`config.mk`:
```
export PLATFORM = sky130hd
export DESIGN_NAME = serial_port
export DESIGN_NICKNAME = d
export VERILOG_FILES = /design/src/rtl/serial_port.sv
export SDC_FILE = /design/constraint.sdc
export NUM_CORES = 1
export LEC_CHECK = 0
export ABC_AREA = 1
export BUFFER_PORTS_ARGS = -buffer_cell sky130_fd_sc_hd__buf_2
export CORE_MARGIN = 5
export CORE_UTILIZATION = 35
export CTS_CLUSTER_SIZE = 12
export DETAILED_ROUTE_END_ITERATION = 6
export GPL_ROUTABILITY_DRIVEN = 0
export RECOVER_POWER = 25
export REMOVE_ABC_BUFFERS = 1
export SLEW_MARGIN = 40
export SYNTH_ARGS = -nofsm -noshare
export SYNTH_HDL_FRONTEND = slang
export SYNTH_SLANG_ARGS = --single-unit
```
`constraint.sdc`:
```
create_clock -name clk -period 2 [get_ports clk]
set_clock_uncertainty 0.15 [all_clocks]
set_input_delay 0.1 -clock clk [delete_from_list [all_inputs] [get_ports clk]]
set_output_delay 0.1 -clock clk [all_outputs]
set_load 0.01 [all_outputs]
```
`src/rtl/serial_port.sv`:
```
// Link-cable serial responder: SB/SC registers on the CPU bus and an 8-bit
// MSB-first shifter clocked internally (CLOCK_DIV) or from an external pin.
module serial_port #(
  parameter int CLOCK_DIV = 512
) (
  input  logic        clk,
  input  logic        reset,
  input  logic [15:0] mem_addr,
  input  logic        mem_enable,
  input  logic        mem_write,
  input  logic [7:0]  mem_data_in,
  output logic [7:0]  mem_data_out,
  output logic        irq,
  output logic        serial_clk_out,
  input  logic        serial_clk_in,
  output logic        serial_data_out,
  input  logic        serial_data_in
);

  localparam logic [9:0] PHASE_RISE = 10'(CLOCK_DIV / 2);
  localparam logic [9:0] PHASE_LAST = 10'(CLOCK_DIV - 1);

  typedef enum logic {IDLE = 1'b0, SHIFT = 1'b1} state_t;

  state_t     state;
  logic [7:0] sb;
  logic       sc0;
  logic [9:0] phase;
  logic [3:0] bit_cnt;
  // [0],[1] synchronize the external clock; [2] holds the previous value
  logic [2:0] clk_sync;

  logic hit_sb, hit_sc, wr_sb, wr_sc, rd_hit;
  logic ext_rise, ext_fall, fall_evt, rise_evt;

  always_comb begin
    hit_sb   = mem_enable && (mem_addr == 16'hFF01);
    hit_sc   = mem_enable && (mem_addr == 16'hFF02);
    wr_sb    = hit_sb && mem_write;
    wr_sc    = hit_sc && mem_write;
    rd_hit   = (hit_sb || hit_sc) && !mem_write;
    ext_rise = clk_sync[1] && !clk_sync[2];
    ext_fall = !clk_sync[1] && clk_sync[2];
    fall_evt = (state == SHIFT) && (sc0 ? (phase == 10'd0) : ext_fall);
    rise_evt = (state == SHIFT) && (sc0 ? (phase == PHASE_RISE) : ext_rise);
  end

  always_ff @(posedge clk) begin
    if (reset) begin
      state           <= IDLE;
      sb              <= 8'h00;
      sc0             <= 1'b0;
      phase           <= 10'd0;
      bit_cnt         <= 4'd0;
      clk_sync        <= 3'b111;
      mem_data_out    <= 8'h00;
      irq             <= 1'b0;
      serial_clk_out  <= 1'b1;
      serial_data_out <= 1'b1;
    end else begin
      clk_sync <= {clk_sync[1:0], serial_clk_in};
      irq      <= 1'b0;

      if (rd_hit)
        mem_data_out <= hit_sb ? sb : {state == SHIFT, 6'b111111, sc0};

      if (state == SHIFT) begin
        if (sc0)
          phase <= (phase == PHASE_LAST) ? 10'd0 : phase + 10'd1;
        if (fall_evt) begin
          serial_data_out <= sb[7];
          if (sc0)
            serial_clk_out <= 1'b0;
        end
        if (rise_evt) begin
          sb             <= {sb[6:0], serial_data_in};
          bit_cnt        <= bit_cnt + 4'd1;
          serial_clk_out <= 1'b1;
          if (bit_cnt == 4'd7) begin
            state   <= IDLE;
            irq     <= 1'b1;
            phase   <= 10'd0;
            bit_cnt <= 4'd0;
          end
        end
      end

      // CPU writes are applied last so they win over same-edge shifts
      if (wr_sb)
        sb <= mem_data_in;
      if (wr_sc) begin
        sc0            <= mem_data_in[0];
        state          <= mem_data_in[7] ? SHIFT : IDLE;
        phase          <= 10'd0;
        bit_cnt        <= 4'd0;
        serial_clk_out <= 1'b1;
      end
    end
  end

endmodule

```
==> summary.md, run 1 <==
| Metric | Value |
|---|---|
| Outcome | finished, final reports clean |
| Most common cell after layout, fill and taps aside | nand2_1 |
| Startpoint Class | register |
| VDD IR max | 361 µV |
| Crit path DAT | 1810 ps |
| CP endpoint kind | register |
| Post_cts resized | 0 |
| Unrepaired setup endpoints after global routing | false |
| Largest family of logic cells by synthesized area | simple AND/OR/NAND/NOR gates |
| Mux cell area share after synthesis | 0 |
| Lkg Pwr | 1.07 nW |
| Vias | 1926 |
| Post-DP HPWL | 3.40 mm |
| Cell taking the most area after synthesis | dfxtp_1 |
| DR WL/cell | 10.7 µm |
| Synth Warn # | 0 |
| Post-synth ARST share | 0 |
| Simple-Gate Fraction of Synth Area | 0.390 |
| CTS Root Cell | clkbuf_8 |
| Fin crit share | 0.890 |
| Post-Route WL | 4.50 mm |
| CTS Buf Count | 5 |
| Synth Area in Adders | 0.0184 |
| TritonRoute pass-1 iters | 4 |
| Setup bufs post-CTS | 0 |
| Pwr per Cell Area | 556 nW/µm² |
| TNS Setup | 0 ps |
| Die width | 86.4 µm |
| Worst skew pair latency | 290 ps |
| Final Hold Viols | 0 |
| Clock transition at the registers of the reported paths | 80 ps |
| DIE AREA | 7460 µm² |
| CTS tree | yes |
| Xor/xnor share of the synthesized area | 0.0215 |
| Max Transition Viols Final | 0 |
| Synthesized flop and latch total | 38 |
| Total track usage | 0.128 |
| Maximum buffer depth of the clock tree | 2 |
| Post-Syn Instances | 293 |
| First-pass GRT wire length | 7.87 mm |
| Area Overhead vs Synth | 22.5% |
| Vias per cell | 4.57 |
| Critical Path RT | 2030 ps |
| I/O pins | 41 |
| Antenna Cells | 0 |
| Yosys cell types | 34 |
| Max_slew headroom | 0.704 |
| Max FO, Critical Path | 11 |
| DR DRC count | 0 |
| Placeable Area | 5570 µm² |
| Final setup viols | 0 |
| Routed Antenna Nets | 0 |
| EDFF count, synth | 0 |
| Initial Util | 0.366 |
| Largest net degree at the start of global routing | 17 |
| Final setup margin | 220 ps |
| Synth Area per Inst | 6.96 µm² |
| Synth Flop Type | dfxtp_1 |
| Compound-Gate Fraction of Synth Area | 0.102 |
| Max frequency | 562 MHz |
| Proportion of layout cells with a drive suffix above 1 | 0.192 |
| Vias in the first global route | 1827 |
| CTS sink cnt | 38 |
| FP Rows | 27 |
| Cell Area, Synth | 2040 µm² |
| Die Y-Extent | 86.4 µm |
| Place WS | 237 ps |
| Initial antenna violation count | 0 |
| Slew @ Worst Pin | 444 ps |
| # nets final | 381 |
| Fillers | 599 |
| Most frequent cells in the layout | 65 x nand2_1, 38 x dfxtp_1, 37 x nor2_1 |
| Synth top area cells | dfxtp_1 37%, nand2_1 12%, nand3_1 7.8% |
| Htree depth | 2 |
| Sequential area share after synthesis | 0.373 |
| Port buffer count | 40 |
| Max_cap viols | 0 |
| Post-synth top area share | 0.373 |
| Initial drt markers | 97 |
| Critical Setup Path Class | reg2reg |
| Fin util | 0.448 |
| Hold crit path type | in2reg |
| Tmin final | 1780 ps |
| Total global routing overflow | 0 |
per-stage QoR:
step,hold slack [ps],std cells,instance area [µm²],power [mW]
after floorplan,12.4,285,1980,0.802
after global placement,132,402,2310,0.844
after detailed placement,138,402,2310,0.846
after CTS,3.86,421,2510,1.42
after global routing,1.91,421,2500,1.46
final,1.90,421,2500,1.39
report_power, final:
group          internal (mW)  total, mW  switching, mW
Clock                  0.277      0.547          0.270
Combinational         0.0450     0.0841         0.0391
Sequential             0.758      0.759       0.000759
Total                   1.08       1.39          0.310
area by class of cell:
type,instances,area [µm²],area share
multi-input combinational,211,1090,0.434
clock buffer,6,82.6,0.0330
inverter,36,135,0.0541
tap,72,90.1,0.0360
clock inverter,2,12.5,0.00501
sequential,38,761,0.304
timing repair buffer,56,333,0.133
worst max-delay path, stage by stage, from the launching register on:
cell     delay (ps)
dfxtp_1         380
inv_1            80
ha_1            190
inv_1            60
nor2_2           40
nand3_2         100
nand2_2          70
nand2_2         220
nand2_1         140
inv_1            90
nand2_1          50
nand2_1          60
nor2_1           30
routing by layer:
| layer | up-vias | wire length (µm) | GRT usage |
|---|---|---|---|
| met5 | - | 0 | 0 |
| met4 | 0 | 36 | 0.0340 |
| met3 | 4 | 210 | 0.0314 |
| met2 | 34 | 2000 | 0.211 |
| met1 | 840 | 2250 | 0.165 |
| li1 | 1048 | - | - |
synthesized netlist by cell type, types with 3 or more instances:
cell type  number
buf_4           3
o21ai_0        16
nand3_1        32
dfxtp_1        38
inv_1          33
nand2_1        65
xor2_1          5
nand3_2         6
nand2_2         3
nor2_2          5
ha_1            3
nor3_1          5
nor2_1         37
a21oi_1        14
logic make-up after synthesis:
logic type / count (synthesis)
AND/OR/NAND/NOR: 166
buffers and inverters: 44
flip-flops: 38
AO/OA/AOI/OAI: 37
XOR/XNOR: 5
adder cells (fa/ha/maj): 3
final timing paths:
path / startpoint / endpoint / slack, ps / cells past startpoint
worst max-delay path: phase[0] / sb[0] / 220 / 12
worst min-delay path: mem_data_in[1] / sb[1] / 2 / 3
worst max register to register: phase[0] / sb[0] / 220 / 12
worst min register to register: clk_sync[0] / clk_sync[1] / 290 / 1
flip-flops by register name (all words and copies together) (netlist names):
name	flops
sc0	1
bit_cnt	4
serial_clk_out	1
mem_data_out	8
sb	8
phase	10
irq	1
state	1
serial_data_out	1
clk_sync	3
timing repair:
action,4_1_cts,5_1_grt
hold buffers,11,0
hold endpoints to repair,12,0
setup endpoints to repair,0,0
Power figures use the tool's default switching activity.
==> run 2: changes to the inputs <==
--- a/config.mk
+++ b/config.mk
@@ -7,6 +7,7 @@
 export LEC_CHECK = 0
 export ABC_AREA = 1
 export BUFFER_PORTS_ARGS = -buffer_cell sky130_fd_sc_hd__buf_2
+export CORE_ASPECT_RATIO = 1.75
 export CORE_MARGIN = 5
 export CORE_UTILIZATION = 35
 export CTS_CLUSTER_SIZE = 12
==> summary.md, run 2 (synthesis gave the netlist of run 1 again) <==
| Metric | Value |
|---|---|
| Crit path DAT | 1890 ps |
| Most common cell after layout, fill and taps aside | nand2_1 |
| Worst skew pair latency | 290 ps |
| Unrepaired setup endpoints after global routing | false |
| Port buffer count | 40 |
| VDD IR max | 288 µV |
| R2R cell count | 11 |
| Hold crit path type | in2reg |
| Slew @ Worst Pin | 449 ps |
| Maximum buffer depth of the clock tree | 2 |
| Htree depth | 2 |
| Combinational fraction of design power | 0.062 |
| Cts hold-fix bufs | 11 |
| Final setup viols | 0 |
| Die Y-Extent | 111 µm |
| Setup bufs post-CTS | 0 |
| Switching power | 0.331 mW |
| CTS Buf Count | 5 |
| Fin util | 0.445 |
| Max FO, Critical Path | 11 |
| Final Hold Viols | 0 |
| Max_slew headroom | 0.698 |
| TNS Setup | 0 ps |
| Lkg Pwr | 1.07 nW |
| Fillers | 614 |
| TritonRoute pass-1 iters | 4 |
| Largest net degree at the start of global routing | 17 |
| Crit path cell chain | inv_1 > ha_1 > inv_1 > nor2_2 > nand3_2 > nand2_2 > nand2_2 > nand2_1 > inv_1 > nand2_1 > a21oi_2 |
| Critical Path RT | 2080 ps |
| Critical path's most frequent cell | inv_1 |
| Startpoint Class | register |
| Worst-path cell with the longest stage delay | dfxtp_1 |
| Tmin final | 1810 ps |
| Antenna Cells | 0 |
| CP peak stage delay | 380 ps |
| Top delay family on crit path | simple AND/OR/NAND/NOR gates |
| Placeable Area | 5630 µm² |
| Vias | 1990 |
| Clk pwr share | 0.388 |
| Post_cts resized | 0 |
| Routed Antenna Nets | 0 |
| Clock transition at the registers of the reported paths | 80 ps |
| Outcome | finished, final reports clean |
| CTS tree | yes |
| DIE AREA | 7520 µm² |
| CP endpoint kind | register |
| Max Transition Viols Final | 0 |
| Vias in the first global route | 1911 |
| Initial drt markers | 87 |
| Post-Route WL | 5.04 mm |
| Switch share | 0.240 |
| Power Internal | 1.05 mW |
| Largest regs | phase x10, mem_data_out x8, sb x8 |
| WHS Path Cells | 3 |
| Post-DP HPWL | 3.90 mm |
| Vias per cell | 4.67 |
| CTS sink cnt | 38 |
| Initial antenna violation count | 0 |
| Flop pwr share | 0.550 |
| First-pass GRT wire length | 8.31 mm |
| I/O pins | 41 |
| Max frequency | 552 MHz |
| CTS Root Cell | clkbuf_8 |
| Most frequent cells in the layout | 65 x nand2_1, 38 x dfxtp_1, 37 x nor2_1 |
| # nets final | 382 |
| DR WL/cell | 11.8 µm |
| Worst Path Buf+Inv | 3 |
| Initial Util | 0.362 |
| Die width | 67.7 µm |
| DR DRC count | 0 |
| Max_cap viols | 0 |
| Total global routing overflow | 0 |
| Pwr per Cell Area | 551 nW/µm² |
| FP Rows | 36 |
| Proportion of layout cells with a drive suffix above 1 | 0.194 |
| Total track usage | 0.143 |
| Largest register FFs | 10 |
| Biggest register | phase |
| Area Overhead vs Synth | 22.9% |
| Fin crit share | 0.906 |
| CP Depth | 11 |
| Critical Setup Path Class | reg2reg |
## run 2: cell count changes in the layout (fill, tap and decap cells not counted), sizes merged
cell	delta
clkbuf	-1
buf	+1
clkinv	+1
## run 2: routing by layer
layer,track usage,routed length (µm),vias to the layer above
met4,0.0705,139,0
met3,0.0183,129,10
met5,0,0,-
met1,0.146,1980,901
li1,-,-,1050
met2,0.265,2780,29
## run 2: through the flow
stage               hold slack (ps)  std cells  instance area [µm²]  worst slack (ps)  power [mW]
global placement                140        407                 2320               260       0.846
CTS                            8.38        426                 2520               188        1.40
finish                         20.0        426                 2510               189        1.38
detailed placement              144        407                 2320               227       0.847
global route                   24.3        426                 2510              95.9        1.44
floorplan                      12.4        285                 1980               386       0.802
## run 2: worst min-delay path: stages
cell and delay (ps):
buf_2 130, nand3_2 110, a211oi_1 70
## run 2: cell type report
type,count,area (µm²),area share
clock inverter,3,21.3,0.00848
multi-input combinational,211,1090,0.433
sequential,38,761,0.303
timing repair buffer,57,340,0.136
clock buffer,5,68.8,0.0274
inverter,36,135,0.0539
tap,76,95.1,0.0379
## run 2: power by group through the flow
stage / sequential [mW] / combinational [mW] / clock [mW]
after global routing: 0.759 / 0.0962 / 0.586
after global placement: 0.777 / 0.0695 / 0
final: 0.759 / 0.0861 / 0.536
after detailed placement: 0.777 / 0.0702 / 0
after floorplan: 0.776 / 0.0259 / 0
after CTS: 0.759 / 0.0867 / 0.556
## run 2: final timing paths
check	slack, ps	start	to
worst max-delay path	190	phase[0]	sb[7]
worst max register to register	190	phase[0]	sb[7]
worst min register to register	260	clk_sync[0]	clk_sync[1]
worst min-delay path	20	mem_write	sc0
==> run 3: changes to the inputs <==
--- a/config.mk
+++ b/config.mk
@@ -8,7 +8,7 @@
 export ABC_AREA = 1
 export BUFFER_PORTS_ARGS = -buffer_cell sky130_fd_sc_hd__buf_2
 export CORE_ASPECT_RATIO = 1.75
-export CORE_MARGIN = 5
+export CORE_MARGIN = 2
 export CORE_UTILIZATION = 35
 export CTS_CLUSTER_SIZE = 12
 export DETAILED_ROUTE_END_ITERATION = 6
==> summary.md, run 3 (synthesis gave the netlist of run 1 again) <==
| Metric | Value |
|---|---|
| Outcome | finished, final reports clean |
| Startpoint Class | register |
| Flop pwr share | 0.466 |
| TritonRoute pass-1 iters | 4 |
| Routed Antenna Nets | 0 |
| Flop-to-flop setup slack | 260 ps |
| CTS Buf Count | 5 |
| R2R cell count | 9 |
| Max frequency | 573 MHz |
| Total power | 1.63 mW |
| FP Rows | 36 |
| Htree depth | 2 |
| Max_cap viols | 0 |
| Max FO, Critical Path | 12 |
| TNS Setup | 0 ps |
| Die Y-Extent | 105 µm |
| Placed cells | 407 |
| CTS sink cnt | 38 |
| Vias per cell | 4.62 |
| DIE AREA | 6480 µm² |
| CP endpoint kind | register |
| Slew @ Worst Pin | 499 ps |
| Initial Util | 0.365 |
| I/O pins | 41 |
| Pwr per Cell Area | 637 nW/µm² |
| Area Overhead vs Synth | 25.4% |
| Critical Path RT | 2030 ps |
| Largest net degree at the start of global routing | 17 |
| Vias in the first global route | 1955 |
| Final Hold Viols | 0 |
| Crit path DAT | 1780 ps |
| Post-Route WL | 4.81 mm |
| Hold path start | mem_write |
| DR WL/cell | 11.3 µm |
| Fillers | 621 |
| Critical R2R Launch | phase[0] |
| Unrepaired setup endpoints after global routing | false |
| Most frequent cells in the layout | 65 x nand2_1, 38 x dfxtp_1, 37 x nor2_1 |
| Total track usage | 0.165 |
| Die width | 61.7 µm |
| Hold crit path type | in2reg |
| Initial drt markers | 81 |
| CTS tree | yes |
| Placeable Area | 5590 µm² |
| Most common cell after layout, fill and taps aside | nand2_1 |
| Biggest register | phase |
| Worst Setup EP | phase[0] |
| Final setup viols | 0 |
| Initial antenna violation count | 0 |
| Largest register FFs | 10 |
| Antenna Cells | 0 |
| Vias | 1969 |
| Worst setup path startpoint | phase[0] |
| Lkg Pwr | 1.09 nW |
| Clk pwr share | 0.482 |
| Clock transition at the registers of the reported paths | 80 ps |
| Post-DP HPWL | 3.77 mm |
| Largest regs | phase x10, mem_data_out x8, sb x8 |
| Worst skew pair latency | 290 ps |
| Power Internal | 1.30 mW |
| FF-to-FF End | phase[0] |
| Max_slew headroom | 0.665 |
| Max Transition Viols Final | 0 |
| Maximum buffer depth of the clock tree | 2 |
| First-pass GRT wire length | 8.25 mm |
| Critical Setup Path Class | reg2reg |
| Switching power | 0.326 mW |
| Combinational fraction of design power | 0.053 |
| Switch share | 0.200 |
| VDD IR max | 397 µV |
| # nets final | 382 |
| CTS Root Cell | clkbuf_8 |
| Tmin final | 1740 ps |
| Fin crit share | 0.872 |
| Total global routing overflow | 0 |
| Proportion of layout cells with a drive suffix above 1 | 0.194 |
| Port buffer count | 40 |
| DR DRC count | 0 |
| Final std cells w/o fill | 426 |
## run 3: stage by stage
step | hold WS (ps) | area (µm²) | util | worst slack (ps)
global placement | 138 | 2320 | 0.416 | 252
floorplan | 12.4 | 1980 | - | 386
finish | 21.7 | 2560 | 0.458 | 255
detailed placement | 140 | 2320 | 0.416 | 239
CTS | 12.4 | 2570 | 0.460 | 200
global route | 32.1 | 2560 | 0.458 | 46.5
## run 3: how the worst min path moves through the flow
| stage | endpoint | slack [ps] | cells after the start |
|---|---|---|---|
| global placement | clk_sync[0] | 140 | 2 |
| CTS | state | 10 | 3 |
| finish | state | 20 | 3 |
| global route | state | 30 | 3 |
| detailed placement | clk_sync[0] | 140 | 2 |
| floorplan | sb[7] | 10 | 1 |
## run 3: worst max-delay path, stage by stage, from the launching register on
cell and delay, ps:
dfxtp_1 340, inv_1 90, ha_1 140, inv_1 40, nor2_2 130, nand3_2 130
nand2_2 120, nand3_2 240, nand3_1 170, a21oi_1 80
## run 3: metal layers
metal,part of all wire,vias to the layer above,routed length [µm],track usage
li1,-,1049,-,-
met3,0.025,10,122,0.0235
met1,0.38,883,1820,0.169
met2,0.57,27,2740,0.305
met5,0,-,0,0
met4,0.026,0,125,0.0714
## run 3: area by class of cell
class,count,area (µm²),area share
repair buffers,57,340,0.133
well taps,76,95.1,0.0371
inverters,36,135,0.0528
clock buffers,5,68.8,0.0269
clock inverters,3,68.8,0.0269
flip-flops and latches,38,761,0.297
multi-input cells,211,1090,0.426
## run 3: power groups by stage
stage          Sequential (mW)  Combinational [mW]  Clock [mW]
2_1_floorplan            0.776              0.0259           0
3_3_place_gp             0.777              0.0701           0
3_5_place_dp             0.777              0.0709           0
4_1_cts                  0.759              0.0875       0.802
5_1_grt                  0.759              0.0970       0.831
6_report                 0.759              0.0857       0.785
## run 3: what timing repair did
item / 4_1_cts / 5_1_grt
gates resized for setup: 0 / 1
endpoints found under the setup margin: 0 / 1
hold endpoints to repair: 12 / 0
buffers inserted: 0 / 0
hold buffers: 11 / 0
